$ cat src/rtl/fp7_alu_align_stage_if.sv
// Operand-side and result-side valid/ready bundle of the fp7 align stage.
// The stage uses the slave modport; the operand source and result sink together form the master side.
interface fp7_alu_align_stage_if #(
    parameter int EXPONENT_WIDTH = 8,
    parameter int MANTISSA_WIDTH = 24
);
    logic                             i_valid;
    logic                             i_ready;
    logic        [EXPONENT_WIDTH-1:0] i_exponent_a;
    logic        [EXPONENT_WIDTH-1:0] i_exponent_b;
    logic signed [MANTISSA_WIDTH-1:0] i_mantissa_a;
    logic signed [MANTISSA_WIDTH-1:0] i_mantissa_b;
    logic                             o_valid;
    logic                             o_ready;
    logic                             o_exponent_big_a;
    logic        [EXPONENT_WIDTH-1:0] o_exponent_big;
    logic signed [MANTISSA_WIDTH-1:0] mantissa_big_out;
    logic signed [MANTISSA_WIDTH-1:0] mantissa_aligned;

    modport master (
        output i_valid, i_exponent_a, i_exponent_b, i_mantissa_a, i_mantissa_b, o_ready,
        input  i_ready, o_valid, o_exponent_big_a, o_exponent_big, mantissa_big_out, mantissa_aligned
    );

    modport slave (
        input  i_valid, i_exponent_a, i_exponent_b, i_mantissa_a, i_mantissa_b, o_ready,
        output i_ready, o_valid, o_exponent_big_a, o_exponent_big, mantissa_big_out, mantissa_aligned
    );
endinterface

$ cat src/rtl/fp7_alu_align_stage.sv
// fp7 adder front end: exponent compare (stage 1) and arithmetic mantissa alignment (stage 2).
// Define FP7_ALIGN_STICKY_EN to OR the shifted-out bits into bit 0 of the aligned mantissa.
module fp7_alu_align_stage #(
    parameter int EXPONENT_WIDTH = 8,
    parameter int MANTISSA_WIDTH = 24
) (
    input logic                 clk,
    input logic                 rst,
    fp7_alu_align_stage_if.slave bus
);
    // Handshake: a pair moves across a boundary at a rising edge where valid and ready are
    // both high; valid and its data hold until then. i_ready depends combinationally on o_ready.
    logic                             v1;
    logic                             v2;
    logic                             s1_load;
    logic                             s2_load;
    logic                             ready1;

    logic                             big_a_c;
    logic        [EXPONENT_WIDTH-1:0] diff_c;

    logic                             big_a1;
    logic        [EXPONENT_WIDTH-1:0] exp_big1;
    logic        [EXPONENT_WIDTH-1:0] diff1;
    logic signed [MANTISSA_WIDTH-1:0] man_big1;
    logic signed [MANTISSA_WIDTH-1:0] man_small1;

    logic                             sat;
    logic signed [MANTISSA_WIDTH-1:0] shifted;
    logic signed [MANTISSA_WIDTH-1:0] aligned_next;
`ifdef FP7_ALIGN_STICKY_EN
    logic        [MANTISSA_WIDTH-1:0] lost_mask;
`endif

    logic                             big_a2;
    logic        [EXPONENT_WIDTH-1:0] exp_big2;
    logic signed [MANTISSA_WIDTH-1:0] man_big2;
    logic signed [MANTISSA_WIDTH-1:0] aligned2;

    assign s2_load = v1 & (~v2 | bus.o_ready);
    assign ready1  = ~v1 | s2_load;
    assign s1_load = bus.i_valid & ready1;

    // Tie goes to A so the difference is always non-negative.
    assign big_a_c = (bus.i_exponent_a >= bus.i_exponent_b);
    assign diff_c  = big_a_c ? (bus.i_exponent_a - bus.i_exponent_b)
                             : (bus.i_exponent_b - bus.i_exponent_a);

    always_ff @(posedge clk or posedge rst) begin
        if (rst) begin
            v1 <= 1'b0;
            v2 <= 1'b0;
        end else begin
            if (s1_load)      v1 <= 1'b1;
            else if (s2_load) v1 <= 1'b0;
            if (s2_load)          v2 <= 1'b1;
            else if (bus.o_ready) v2 <= 1'b0;
        end
    end

    always_ff @(posedge clk) begin
        if (s1_load) begin
            big_a1     <= big_a_c;
            exp_big1   <= big_a_c ? bus.i_exponent_a : bus.i_exponent_b;
            diff1      <= diff_c;
            man_big1   <= big_a_c ? bus.i_mantissa_a : bus.i_mantissa_b;
            man_small1 <= big_a_c ? bus.i_mantissa_b : bus.i_mantissa_a;
        end
    end

    assign sat = (32'(diff1) >= 32'(MANTISSA_WIDTH));

    always_comb begin
        shifted = man_small1 >>> diff1;
        if (sat) shifted = {MANTISSA_WIDTH{man_small1[MANTISSA_WIDTH-1]}};
`ifdef FP7_ALIGN_STICKY_EN
        lost_mask = ~({MANTISSA_WIDTH{1'b1}} << diff1);
        if (sat) lost_mask = '1;
        aligned_next = {shifted[MANTISSA_WIDTH-1:1], shifted[0] | (|(man_small1 & lost_mask))};
`else
        aligned_next = shifted;
`endif
    end

    always_ff @(posedge clk or posedge rst) begin
        if (rst) begin
            big_a2   <= 1'b0;
            exp_big2 <= '0;
            man_big2 <= '0;
            aligned2 <= '0;
        end else if (s2_load) begin
            big_a2   <= big_a1;
            exp_big2 <= exp_big1;
            man_big2 <= man_big1;
            aligned2 <= aligned_next;
        end
    end

    assign bus.i_ready          = ready1;
    assign bus.o_valid          = v2;
    assign bus.o_exponent_big_a = big_a2;
    assign bus.o_exponent_big   = exp_big2;
    assign bus.mantissa_big_out = man_big2;
    assign bus.mantissa_aligned = aligned2;
endmodule

$ cat src/flat_wrapper.sv
// flat-port wrapper written by rule: the top's interface ports become plain ports
module fp7_alu_align_stage_flat 
#(
    parameter int EXPONENT_WIDTH = 8,
    parameter int MANTISSA_WIDTH = 24
)
  (clk, rst, bus_i_valid, bus_i_exponent_a, bus_i_exponent_b, bus_i_mantissa_a, bus_i_mantissa_b, bus_o_ready, bus_i_ready, bus_o_valid, bus_o_exponent_big_a, bus_o_exponent_big, bus_mantissa_big_out, bus_mantissa_aligned);
  fp7_alu_align_stage_if #(.EXPONENT_WIDTH(EXPONENT_WIDTH), .MANTISSA_WIDTH(MANTISSA_WIDTH)) bus_i ();
  input logic clk;
  input logic rst;
  input wire logic [$bits(bus_i.i_valid)-1:0] bus_i_valid;
  input wire logic [$bits(bus_i.i_exponent_a)-1:0] bus_i_exponent_a;
  input wire logic [$bits(bus_i.i_exponent_b)-1:0] bus_i_exponent_b;
  input wire logic [$bits(bus_i.i_mantissa_a)-1:0] bus_i_mantissa_a;
  input wire logic [$bits(bus_i.i_mantissa_b)-1:0] bus_i_mantissa_b;
  input wire logic [$bits(bus_i.o_ready)-1:0] bus_o_ready;
  output wire logic [$bits(bus_i.i_ready)-1:0] bus_i_ready;
  output wire logic [$bits(bus_i.o_valid)-1:0] bus_o_valid;
  output wire logic [$bits(bus_i.o_exponent_big_a)-1:0] bus_o_exponent_big_a;
  output wire logic [$bits(bus_i.o_exponent_big)-1:0] bus_o_exponent_big;
  output wire logic [$bits(bus_i.mantissa_big_out)-1:0] bus_mantissa_big_out;
  output wire logic [$bits(bus_i.mantissa_aligned)-1:0] bus_mantissa_aligned;
  assign bus_i.i_valid = bus_i_valid;
  assign bus_i.i_exponent_a = bus_i_exponent_a;
  assign bus_i.i_exponent_b = bus_i_exponent_b;
  assign bus_i.i_mantissa_a = bus_i_mantissa_a;
  assign bus_i.i_mantissa_b = bus_i_mantissa_b;
  assign bus_i.o_ready = bus_o_ready;
  assign bus_i_ready = bus_i.i_ready;
  assign bus_o_valid = bus_i.o_valid;
  assign bus_o_exponent_big_a = bus_i.o_exponent_big_a;
  assign bus_o_exponent_big = bus_i.o_exponent_big;
  assign bus_mantissa_big_out = bus_i.mantissa_big_out;
  assign bus_mantissa_aligned = bus_i.mantissa_aligned;
  fp7_alu_align_stage #(.EXPONENT_WIDTH(EXPONENT_WIDTH), .MANTISSA_WIDTH(MANTISSA_WIDTH)) u_core (.clk(clk), .rst(rst), .bus(bus_i));
endmodule
$ cat config.mk
export PLATFORM = sky130hd
export DESIGN_NAME = fp7_alu_align_stage_flat
export DESIGN_NICKNAME = d
export VERILOG_FILES = /design/src/rtl/fp7_alu_align_stage_if.sv /design/src/rtl/fp7_alu_align_stage.sv /design/src/flat_wrapper.sv
export SDC_FILE = /design/constraint.sdc
export NUM_CORES = 1
export LEC_CHECK = 0
export BUFFER_PORTS_ARGS = -buffer_cell sky130_fd_sc_hd__buf_4
export CAP_MARGIN = 0
export CORE_AREA = 5 5 123 125
export DETAILED_ROUTE_END_ITERATION = 8
export DIE_AREA = 0 0 128 130
export GPL_TIMING_DRIVEN = 0
export PLACE_DENSITY_LB_ADDON = 0.1
export SYNTH_ARGS = -nofsm -noshare
export SYNTH_HDL_FRONTEND = slang
export SYNTH_SLANG_ARGS = --single-unit
$ cat constraint.sdc
create_clock -name clk -period 2.4 [get_ports clk]
set_input_delay 0.48 -clock clk [delete_from_list [all_inputs] [get_ports clk]]
set_output_delay 0.48 -clock clk [all_outputs]
set_load 0.1 [all_outputs]
### After elaboration in Yosys (flattened, before gate mapping)

Cells that the tools add are included.

| operators by class | value |
|---|---|
| add/sub/neg operators | 2 |
| $lt $le $gt $ge | 2 |
| shift-type cells | 1 |
| multiplexer cells | 9 |
| bitwise operators | 6 |
| reductions and logical operators | 2 |

Operator list:

| operator | number |
|---|---|
| 2-to-1 mux 24 bit | 3 |
| >>> shifter 24 x 8 -> 24 bit | 1 |
| 2-to-1 mux 8 bit | 2 |
| subtractor 8 bit | 2 |
| >= comparator 8 x 5 -> 1 bit (second input constant) | 1 |
| >= comparator 8 bit | 1 |
| 2-to-1 mux 1 bit | 4 |
| nonzero test 2 bit | 2 |
| AND 1 bit | 2 |
| inverter 1 bit | 2 |
| bitwise OR 1 bit | 2 |

| word-level totals | value |
|---|---|
| register bits after elaboration | 124 |
| bits of input ports | 68 |
| output and inout port bits | 59 |
| word-level logic and storage cells | 33 |

### Logic depth before layout (Yosys ltp)

Gate-level depths: netlist (run 1).

| depth | value |
|---|---|
| word-level depth | 6 |
| depth in mapped cells | 10 |
| mapped depth without buffers | 9 |

### Least setup slack after synthesis (run 1)

OpenSTA, ideal clock, no wires.

| timing | value |
|---|---|
| path type | register to register |
| start point | register u_core.v2, in the netlist u_core.bus.o_valid |
| end point | register u_core.big_a1 (enable) |
| library setup time | 429 ps |
| arrival | 3,392 ps |
| data required time | 1,971 ps |
| setup slack | -1,421 ps |
| cell stages (with the launch flop) | 3 |
| path buffers | 0 |
| clock period less this slack | 3,821 ps |
| cell sequence | dfrtp_1 > nand3b_1 > and2_1 |

| on the way | value |
|---|---|
| word-level cells in the longest chain between the ends | 5 |

RTL lines:

| item | line | source |
|---|---|---|
| from (decl) | fp7_alu_align_stage.sv:14 | `logic v2;` |
| from (signal assigned) | fp7_alu_align_stage.sv:52 | `v2 <= 1'b0;` |
| from (signal assigned) | fp7_alu_align_stage.sv:56 | `if (s2_load) v2 <= 1'b1;` |
| from (signal assigned) | fp7_alu_align_stage.sv:57 | `else if (bus.o_ready) v2 <= 1'b0;` |
| inverter 1 bit | fp7_alu_align_stage.sv:40 | `assign s2_load = v1 & (~v2 \| bus.o_ready);` |
| bitwise OR 1 bit | fp7_alu_align_stage.sv:40 |  |
| AND 1 bit | fp7_alu_align_stage.sv:40 |  |
| bitwise OR 1 bit | fp7_alu_align_stage.sv:41 | `assign ready1 = ~v1 \| s2_load;` |
| via bus_i_ready | flat_wrapper.sv:17 | `output wire logic [$bits(bus_i.i_ready)-1:0] bus_i_ready;` |
| AND 1 bit | fp7_alu_align_stage.sv:42 | `assign s1_load = bus.i_valid & ready1;` |
| via u_core.s1_load | fp7_alu_align_stage.sv:15 | `logic s1_load;` |
| to (signal assigned) | fp7_alu_align_stage.sv:63 | `big_a1 <= big_a_c;` |
| to (decl) | fp7_alu_align_stage.sv:22 | `logic big_a1;` |

The timed path passes the listed nets, and every way through them passes these cells.
A chain may end at the register's enable or synchronous reset.

### Worst setup path in the final report (run 1)

| timing | value |
|---|---|
| start point | input port bus_i_exponent_b[0] |
| end point | register u_core.man_small1[19], data pin |

| on the way | value |
|---|---|
| word-level cells in the longest chain between the ends | 2 |

RTL lines:

| item | line | source |
|---|---|---|
| from (decl) | flat_wrapper.sv:13 | `input wire logic [$bits(bus_i.i_exponent_b)-1:0] bus_i_exponent_b;` |
| >= comparator 8 bit | fp7_alu_align_stage.sv:45 | `assign big_a_c = (bus.i_exponent_a >= bus.i_exponent_b);` |
| via u_core.big_a_c | fp7_alu_align_stage.sv:19 | `logic big_a_c;` |
| 2-to-1 mux 24 bit | fp7_alu_align_stage.sv:67 | `man_small1 <= big_a_c ? bus.i_mantissa_b : bus.i_mantissa_a;` |
| to (signal assigned) | fp7_alu_align_stage.sv:67 |  |
| to (decl) | fp7_alu_align_stage.sv:26 | `logic signed [MANTISSA_WIDTH-1:0] man_small1;` |

The timed path passes the listed nets, and every way through them passes these cells.

==> flow_results.xml, run 1 <==
<?xml version="1.0" encoding="UTF-8"?>
<metrics>
  <group name="outcome">
    <metric name="outcome" unit="">finished clean</metric>
  </group>
  <group name="sta">
    <metric name="worst_slew_margin_rel" unit="%">40.5</metric>
    <metric name="max_freq" unit="MHz">430</metric>
    <metric name="worst_pin_slew" unit="ns">0.893</metric>
    <metric name="tns" unit="ns">0</metric>
    <metric name="setup_ws" unit="ns">0.0734</metric>
    <metric name="slew_viols_final" unit="">0</metric>
    <metric name="unrepaired_setup_endpoints_after_global_routing" unit="">false</metric>
    <metric name="final_period_minus_worst_setup_slack" unit="ns">2.33</metric>
    <metric name="finalHoldViolCount" unit="">0</metric>
    <metric name="post-route-period-util" unit="%">96.9</metric>
    <metric name="report.final.setup_viol" unit="">0</metric>
    <metric name="clock-skew-final" unit="ns">0.0105</metric>
  </group>
  <group name="synth">
    <metric name="postSynthNetCount" unit="">745</metric>
    <metric name="synth_warnings" unit="">0</metric>
    <metric name="synth.yosys.seq_area_share" unit="%">49.4</metric>
    <metric name="synth_area" unit="sq mm">0.00694</metric>
    <metric name="synth_cell_types" unit="">63</metric>
    <metric name="ys_async_sr_fraction" unit="%">47.6</metric>
    <metric name="mean_area_per_synthesized_cell" unit="sq um">10.5</metric>
    <metric name="ys.flop_type" unit="">edfxtp_1</metric>
    <metric name="synth_edf_count" unit="">65</metric>
    <metric name="post_synth_inst_count" unit="">660</metric>
    <metric name="register_bit_count_reported_by_yosys" unit="">124</metric>
  </group>
  <group name="pwr">
    <metric name="peakVddDrop" unit="uV">633</metric>
    <metric name="powerDensity" unit="mW/mm^2">976</metric>
    <metric name="p_leak" unit="uW">0.00389</metric>
    <metric name="overall_power_after_layout" unit="uW">8550</metric>
  </group>
  <group name="die">
    <metric name="floorplan.core_area" unit="sq mm">0.0138</metric>
    <metric name="floorplan.die.width" unit="um">128</metric>
    <metric name="dieHeight" unit="um">130</metric>
    <metric name="die_area" unit="sq mm">0.0166</metric>
    <metric name="num_io_pins" unit="">127</metric>
    <metric name="initial_core_util" unit="%">50.4</metric>
    <metric name="core.rowCount" unit="">43</metric>
  </group>
  <group name="routing">
    <metric name="via_per_inst" unit="">5.44</metric>
    <metric name="postRouteWirelength" unit="um">17900</metric>
    <metric name="num_vias" unit="">5439</metric>
    <metric name="drcViolationCount" unit="">0</metric>
    <metric name="dr.pass1.iters" unit="">5</metric>
    <metric name="detail_route.iter0.violations" unit="">393</metric>
    <metric name="average_wire_per_standard_cell" unit="um">17.9</metric>
    <metric name="ant_nets" unit="">0</metric>
  </group>
  <group name="global_route">
    <metric name="antenna_found_initial" unit="">0</metric>
    <metric name="globalRouteTotalUtil" unit="%">22.0</metric>
    <metric name="grt_pass1_vias" unit="">5406</metric>
    <metric name="largest_net_degree_at_the_start_of_global_routing" unit="">66</metric>
    <metric name="grt_first_pass_wirelength" unit="um">28500</metric>
    <metric name="grt.overflow.total" unit="">0</metric>
  </group>
  <group name="worst_setup_path">
    <metric name="cp.arrival" unit="ns">2.48</metric>
    <metric name="crit_type" unit="">in2reg</metric>
    <metric name="reg2reg_to" unit="">u_core.bus.mantissa_aligned[8]</metric>
    <metric name="r2r_cells" unit="">7</metric>
    <metric name="r2r_slack" unit="ns">0.19</metric>
    <metric name="timing.rr.start" unit="">u_core.diff1[7]</metric>
    <metric name="worst_ep_required_time" unit="ns">2.55</metric>
    <metric name="cp-start-kind" unit="">input port</metric>
    <metric name="worstPathMaxFanout" unit="">10</metric>
    <metric name="end_kind" unit="">register</metric>
  </group>
  <group name="clocking">
    <metric name="tritoncts" unit="">built</metric>
    <metric name="ctsHoldBuffers" unit="">0</metric>
    <metric name="tritoncts_num_sinks" unit="">124</metric>
    <metric name="numCtsBuffers" unit="">17</metric>
    <metric name="cts_max_path_buffers" unit="">2</metric>
    <metric name="clk_pin_slew_worst_paths" unit="ns">0.06</metric>
    <metric name="cts-root-buf" unit="">clkbuf_16</metric>
    <metric name="cts-htree-levels" unit="">4</metric>
    <metric name="worstSkewPairLatency" unit="ns">0.41</metric>
  </group>
  <group name="min_path">
    <metric name="hold_path.class" unit="">in2async</metric>
  </group>
  <group name="placement">
    <metric name="post_dp_cell_area" unit="sq mm">0.00814</metric>
    <metric name="placer_s_final_routability_congestion_estimate" unit="">0.899</metric>
    <metric name="post-dp-hpwl" unit="um">13500</metric>
    <metric name="detailedPlace.worstSlack" unit="ns">-0.382</metric>
    <metric name="place.port_buffers" unit="">126</metric>
  </group>
  <group name="final_layout">
    <metric name="post-route-cell-area" unit="sq mm">0.00876</metric>
    <metric name="post_route_cells_drive_above_1_share" unit="%">31.9</metric>
    <metric name="diodes" unit="">0</metric>
    <metric name="layout-area-overhead-vs-synth" unit="%">26.3</metric>
    <metric name="fin_nets" unit="">891</metric>
  </group>
  <group name="run">
    <metric name="drv_cap" unit="">0</metric>
  </group>
</metrics>
## what timing repair did
| action | 4_1_cts | 5_1_grt |
|---|---|---|
| endpoints found under the setup margin | 0 | 22 |
| resized for setup | 0 | 5 |
| setup buffers | 0 | 0 |
## report_power, final
group	internal (uW)	switching, uW	total [uW]	leakage (uW)
clock network	1630	962	2590	0.000280
registers	2590	168	2760	0.00134
logic	856	2340	3200	0.00227
## state kept, by name, summed over array words and instances (netlist names)
| name | cells |
|---|---|
| u_core.bus.o_exponent_big_a | 1 |
| u_core.exp_big1 | 8 |
| u_core.bus.o_exponent_big | 8 |
| u_core.diff1 | 8 |
| u_core.bus.mantissa_aligned | 24 |
| u_core.v1 | 1 |
| u_core.bus.mantissa_big_out | 24 |
| u_core.man_big1 | 24 |
| u_core.big_a1 | 1 |
| u_core.man_small1 | 24 |
| u_core.bus.o_valid | 1 |
## cells in the mapped netlist (all sizes together), types with 3 or more instances
| master | count | share of area (%) |
|---|---|---|
| nand2 | 142 | 7.7 |
| or2 | 3 | 0.27 |
| xor2 | 3 | 0.38 |
| o211ai | 6 | 0.65 |
| inv | 22 | 1.2 |
| ha | 15 | 2.7 |
| o21ai | 47 | 3.4 |
| dfrtp | 59 | 21 |
| a211oi | 10 | 1.2 |
| nor3 | 10 | 0.88 |
| o21a | 5 | 0.54 |
| a21o | 8 | 0.87 |
| clkbuf | 18 | 0.97 |
| mux4 | 3 | 1.1 |
| nor2 | 35 | 2.1 |
| mux2i | 28 | 4.0 |
| buf | 22 | 2.4 |
| mux2 | 68 | 11 |
| and2 | 3 | 0.27 |
| nand2b | 6 | 0.54 |
| a21oi | 34 | 2.5 |
| edfxtp | 65 | 28 |
| o22ai | 4 | 0.36 |
| nor2b | 7 | 0.63 |
| nand3b | 3 | 0.32 |
| a221oi | 5 | 0.63 |
## how the worst max path moves through the flow
stage	from	to	slack, ns	depth (start not counted)
4_1_cts	bus_i_exponent_b[3]	u_core.man_big1[12]	0.06	9
3_5_place_dp	bus_i_exponent_b[5]	u_core.man_big1[12]	-0.38	9
5_1_grt	bus_i_exponent_a[0]	u_core.man_small1[19]	0.005	10
6_report	bus_i_exponent_b[0]	u_core.man_small1[19]	0.07	9
3_3_place_gp	rst	u_core.bus.o_valid	-0.61	2
2_1_floorplan	u_core.bus.o_valid	u_core.big_a1	-0.15	2
## kinds of logic after synthesis
logic type | share of synthesized area, %
buffers and inverters | 4.60
AO/OA/AOI/OAI | 12.2
flip-flops | 49.4
AND/OR/NAND/NOR | 13.6
adder cells (fa/ha/maj) | 3.28
multiplexers | 16.3
XOR/XNOR | 0.631
## per-layer routing
metal,vias to the layer above,share of wire (%),GRT usage [%]
li1,2647,-,-
met5,-,0,0
met2,181,50,36.8
met3,23,5.7,4.71
met4,0,1.7,6.87
met1,2588,43,28.8
## worst max-delay path: stages
cell	delay, ns
buf_4	0.12
ha_1	0.21
fa_1	0.42
o21ai_2	0.24
o211a_4	0.25
nor2_8	0.07
inv_4	0.14
buf_6	0.18
mux2_2	0.36
## layout make-up
class / instances / area, sq um
inverter: 22 / 85.1
buffer: 40 / 241
clock inverter: 14 / 169
clock buffer: 18 / 429
multi-input combinational: 474 / 3210
tap: 180 / 225
timing repair buffer: 127 / 966
sequential: 124 / 3430
fill: 1143 / 5010
## through the flow
step | hold WS (ns) | util [%] | instances
6_report | 0.0831 | 63.6 | 999
5_1_grt | 0.119 | 63.6 | 999
4_1_cts | 0.0915 | 63.5 | 999
3_5_place_dp | 0.426 | 59.1 | 967
3_3_place_gp | 0.420 | 59.0 | 966
2_1_floorplan | 0.415 | - | 660
## cells in the final DEF, fill, tap and decap left out, types with 5 or more instances in the layout
cell type,synthesis,routed
a211oi_1,9,9
a21o_1,8,8
a21oi_1,33,31
buf_2,10,8
buf_4,2,128
clkbuf_1,18,19
clkbuf_16,0,17
dfrtp_1,59,58
edfxtp_1,65,65
ha_1,15,15
inv_1,21,20
mux2_2,66,66
mux2i_1,28,28
nand2_1,142,142
nand2b_1,6,6
nor2_1,34,34
nor2b_1,7,7
nor3_1,9,9
o211ai_1,6,6
o21a_1,5,5
o21ai_0,39,39
o21ai_1,7,7
No activity file was read; power rests on OpenSTA's default activity.
==> run 2: changes to the inputs <==
Settings changed: CORE_AREA 5 5 123 125 to 2 2 120 122, DIE_AREA 0 0 128 130 to 0 0 122 124.
==> flow_results.xml, run 2 (synthesis results as in run 1) <==
<?xml version="1.0" encoding="UTF-8"?>
<metrics>
  <group name="sta">
    <metric name="report.final.setup_viol" unit="">0</metric>
    <metric name="worst_slew_margin_rel" unit="%">38.2</metric>
    <metric name="unrepaired_setup_endpoints_after_global_routing" unit="">true</metric>
    <metric name="finalHoldViolCount" unit="">0</metric>
    <metric name="clock-skew-final" unit="ns">0.00672</metric>
    <metric name="final_period_minus_worst_setup_slack" unit="ns">2.32</metric>
    <metric name="slew_viols_final" unit="">0</metric>
    <metric name="worst_pin_slew" unit="ns">0.927</metric>
    <metric name="post-route-period-util" unit="%">96.7</metric>
    <metric name="max_freq" unit="MHz">431</metric>
    <metric name="final.hold.worst_slack" unit="ns">0.0932</metric>
  </group>
  <group name="clocking">
    <metric name="numCtsBuffers" unit="">17</metric>
    <metric name="cts_max_path_buffers" unit="">2</metric>
    <metric name="cts-htree-levels" unit="">4</metric>
    <metric name="tritoncts" unit="">built</metric>
    <metric name="post_cts.repair.setup_buffers" unit="">0</metric>
    <metric name="cts_resized" unit="">0</metric>
    <metric name="clk_pin_slew_worst_paths" unit="ns">0.06</metric>
    <metric name="tritoncts_num_sinks" unit="">124</metric>
    <metric name="ctsHoldBuffers" unit="">0</metric>
    <metric name="worstSkewPairLatency" unit="ns">0.42</metric>
    <metric name="cts-root-buf" unit="">clkbuf_16</metric>
  </group>
  <group name="die">
    <metric name="num_io_pins" unit="">127</metric>
    <metric name="die_area" unit="sq mm">0.0151</metric>
    <metric name="floorplan.core_area" unit="sq mm">0.0137</metric>
    <metric name="initial_core_util" unit="%">50.6</metric>
    <metric name="core.rowCount" unit="">43</metric>
    <metric name="dieHeight" unit="um">124</metric>
    <metric name="floorplan.die.width" unit="um">122</metric>
  </group>
  <group name="pwr">
    <metric name="p_leak" unit="uW">0.00388</metric>
    <metric name="peakVddDrop" unit="uV">661</metric>
    <metric name="powerDensity" unit="mW/mm^2">968</metric>
  </group>
  <group name="routing">
    <metric name="dr.pass1.iters" unit="">4</metric>
    <metric name="ant_nets" unit="">0</metric>
    <metric name="drcViolationCount" unit="">0</metric>
    <metric name="num_vias" unit="">5467</metric>
    <metric name="postRouteWirelength" unit="um">17900</metric>
    <metric name="detail_route.iter0.violations" unit="">322</metric>
    <metric name="average_wire_per_standard_cell" unit="um">17.9</metric>
    <metric name="via_per_inst" unit="">5.47</metric>
  </group>
  <group name="global_route">
    <metric name="grt_pass1_vias" unit="">5421</metric>
    <metric name="grt_first_pass_wirelength" unit="um">28600</metric>
    <metric name="antenna_found_initial" unit="">0</metric>
    <metric name="largest_net_degree_at_the_start_of_global_routing" unit="">66</metric>
    <metric name="grt.overflow.total" unit="">0</metric>
    <metric name="globalRouteTotalUtil" unit="%">24.9</metric>
  </group>
  <group name="min_path">
    <metric name="hold_path.class" unit="">in2async</metric>
  </group>
  <group name="placement">
    <metric name="placer_s_final_routability_congestion_estimate" unit="">0.888</metric>
    <metric name="place.port_buffers" unit="">126</metric>
    <metric name="post-dp-hpwl" unit="um">13300</metric>
    <metric name="dpl.cell_count" unit="">967</metric>
  </group>
  <group name="run">
    <metric name="drv_cap" unit="">0</metric>
  </group>
  <group name="worst_setup_path">
    <metric name="crit_type" unit="">in2reg</metric>
    <metric name="cp-start-kind" unit="">input port</metric>
    <metric name="worst_ep_required_time" unit="ns">2.58</metric>
    <metric name="cp.arrival" unit="ns">2.50</metric>
    <metric name="end_kind" unit="">register</metric>
    <metric name="worstPathMaxFanout" unit="">10</metric>
  </group>
  <group name="outcome">
    <metric name="outcome" unit="">finished clean</metric>
  </group>
  <group name="final_layout">
    <metric name="layout-area-overhead-vs-synth" unit="%">26.0</metric>
    <metric name="post_route_cells_drive_above_1_share" unit="%">32.1</metric>
    <metric name="layout.cells.most_common_list" unit="">nand2_1, buf_4, mux2_2</metric>
    <metric name="finish.cell_count_without_fillers" unit="">999</metric>
    <metric name="diodes" unit="">0</metric>
    <metric name="final_common_cell" unit="">nand2_1</metric>
    <metric name="fin_nets" unit="">891</metric>
  </group>
</metrics>
[run 2: critical path: stages]
cell     delay [ns]
buf_4          0.09
inv_1          0.04
ha_1           0.38
a21oi_1        0.21
nand2_1        0.12
o211a_4        0.28
nor2_8         0.22
buf_2          0.30
mux2_2         0.37
[run 2: area by class of cell]
cell class              instances  area, sq um
plain buffers                  40          241
fillers                      1165         4980
repair buffers                127          966
well taps                     180          225
multi-input cells             474         3220
clock buffers                  17          425
clock inverters                15          151
inverters                      22         85.1
flip-flops and latches        124         3430
[run 2: final timing paths]
path                                startpoint                         endpoint  slack, ns  depth (start not counted)
max reg2reg                    u_core.diff1[0]  u_core.bus.mantissa_aligned[11]       0.23                          9
max in group asynchronous                  rst               u_core.bus.o_valid       1.70                          3
min in group clk                   bus_i_valid                        u_core.v1       0.27                          2
min reg2reg                u_core.man_big1[19]  u_core.bus.mantissa_big_out[19]       0.43                          2
max                        bus_i_exponent_b[5]              u_core.man_big1[22]       0.08                          9
min                                        rst  u_core.bus.mantissa_big_out[10]       0.09                          2
[run 2: per-layer routing]
layer	track usage, %	part of all wire [%]
met2	41.5	50
met5	0	0
met3	5.59	4.5
met4	7.76	1.5
met1	32.4	44
[run 2: through the flow]
step	TNS (ns)	cell area (sq um)	utilization [%]	setup slack, ns	total power, uW
2_1_floorplan	-9.72	6950	-	-0.150	5190
3_3_place_gp	-34.32	8120	59.2	-0.503	5950
3_5_place_dp	-17.02	8140	59.3	-0.395	5980
4_1_cts	0	8720	63.5	0.0491	8500
5_1_grt	-0.00317	8740	63.7	-0.00317	8810
6_report	0	8740	63.7	0.0795	8460
[run 2: power breakdown]
group,switching [uW],leakage (uW),internal (uW),total [uW]
clock network,1050,0.000268,1460,2510
registers,167,0.00134,2590,2760
logic,2340,0.00227,855,3200
total,3560,0.00388,4900,8460
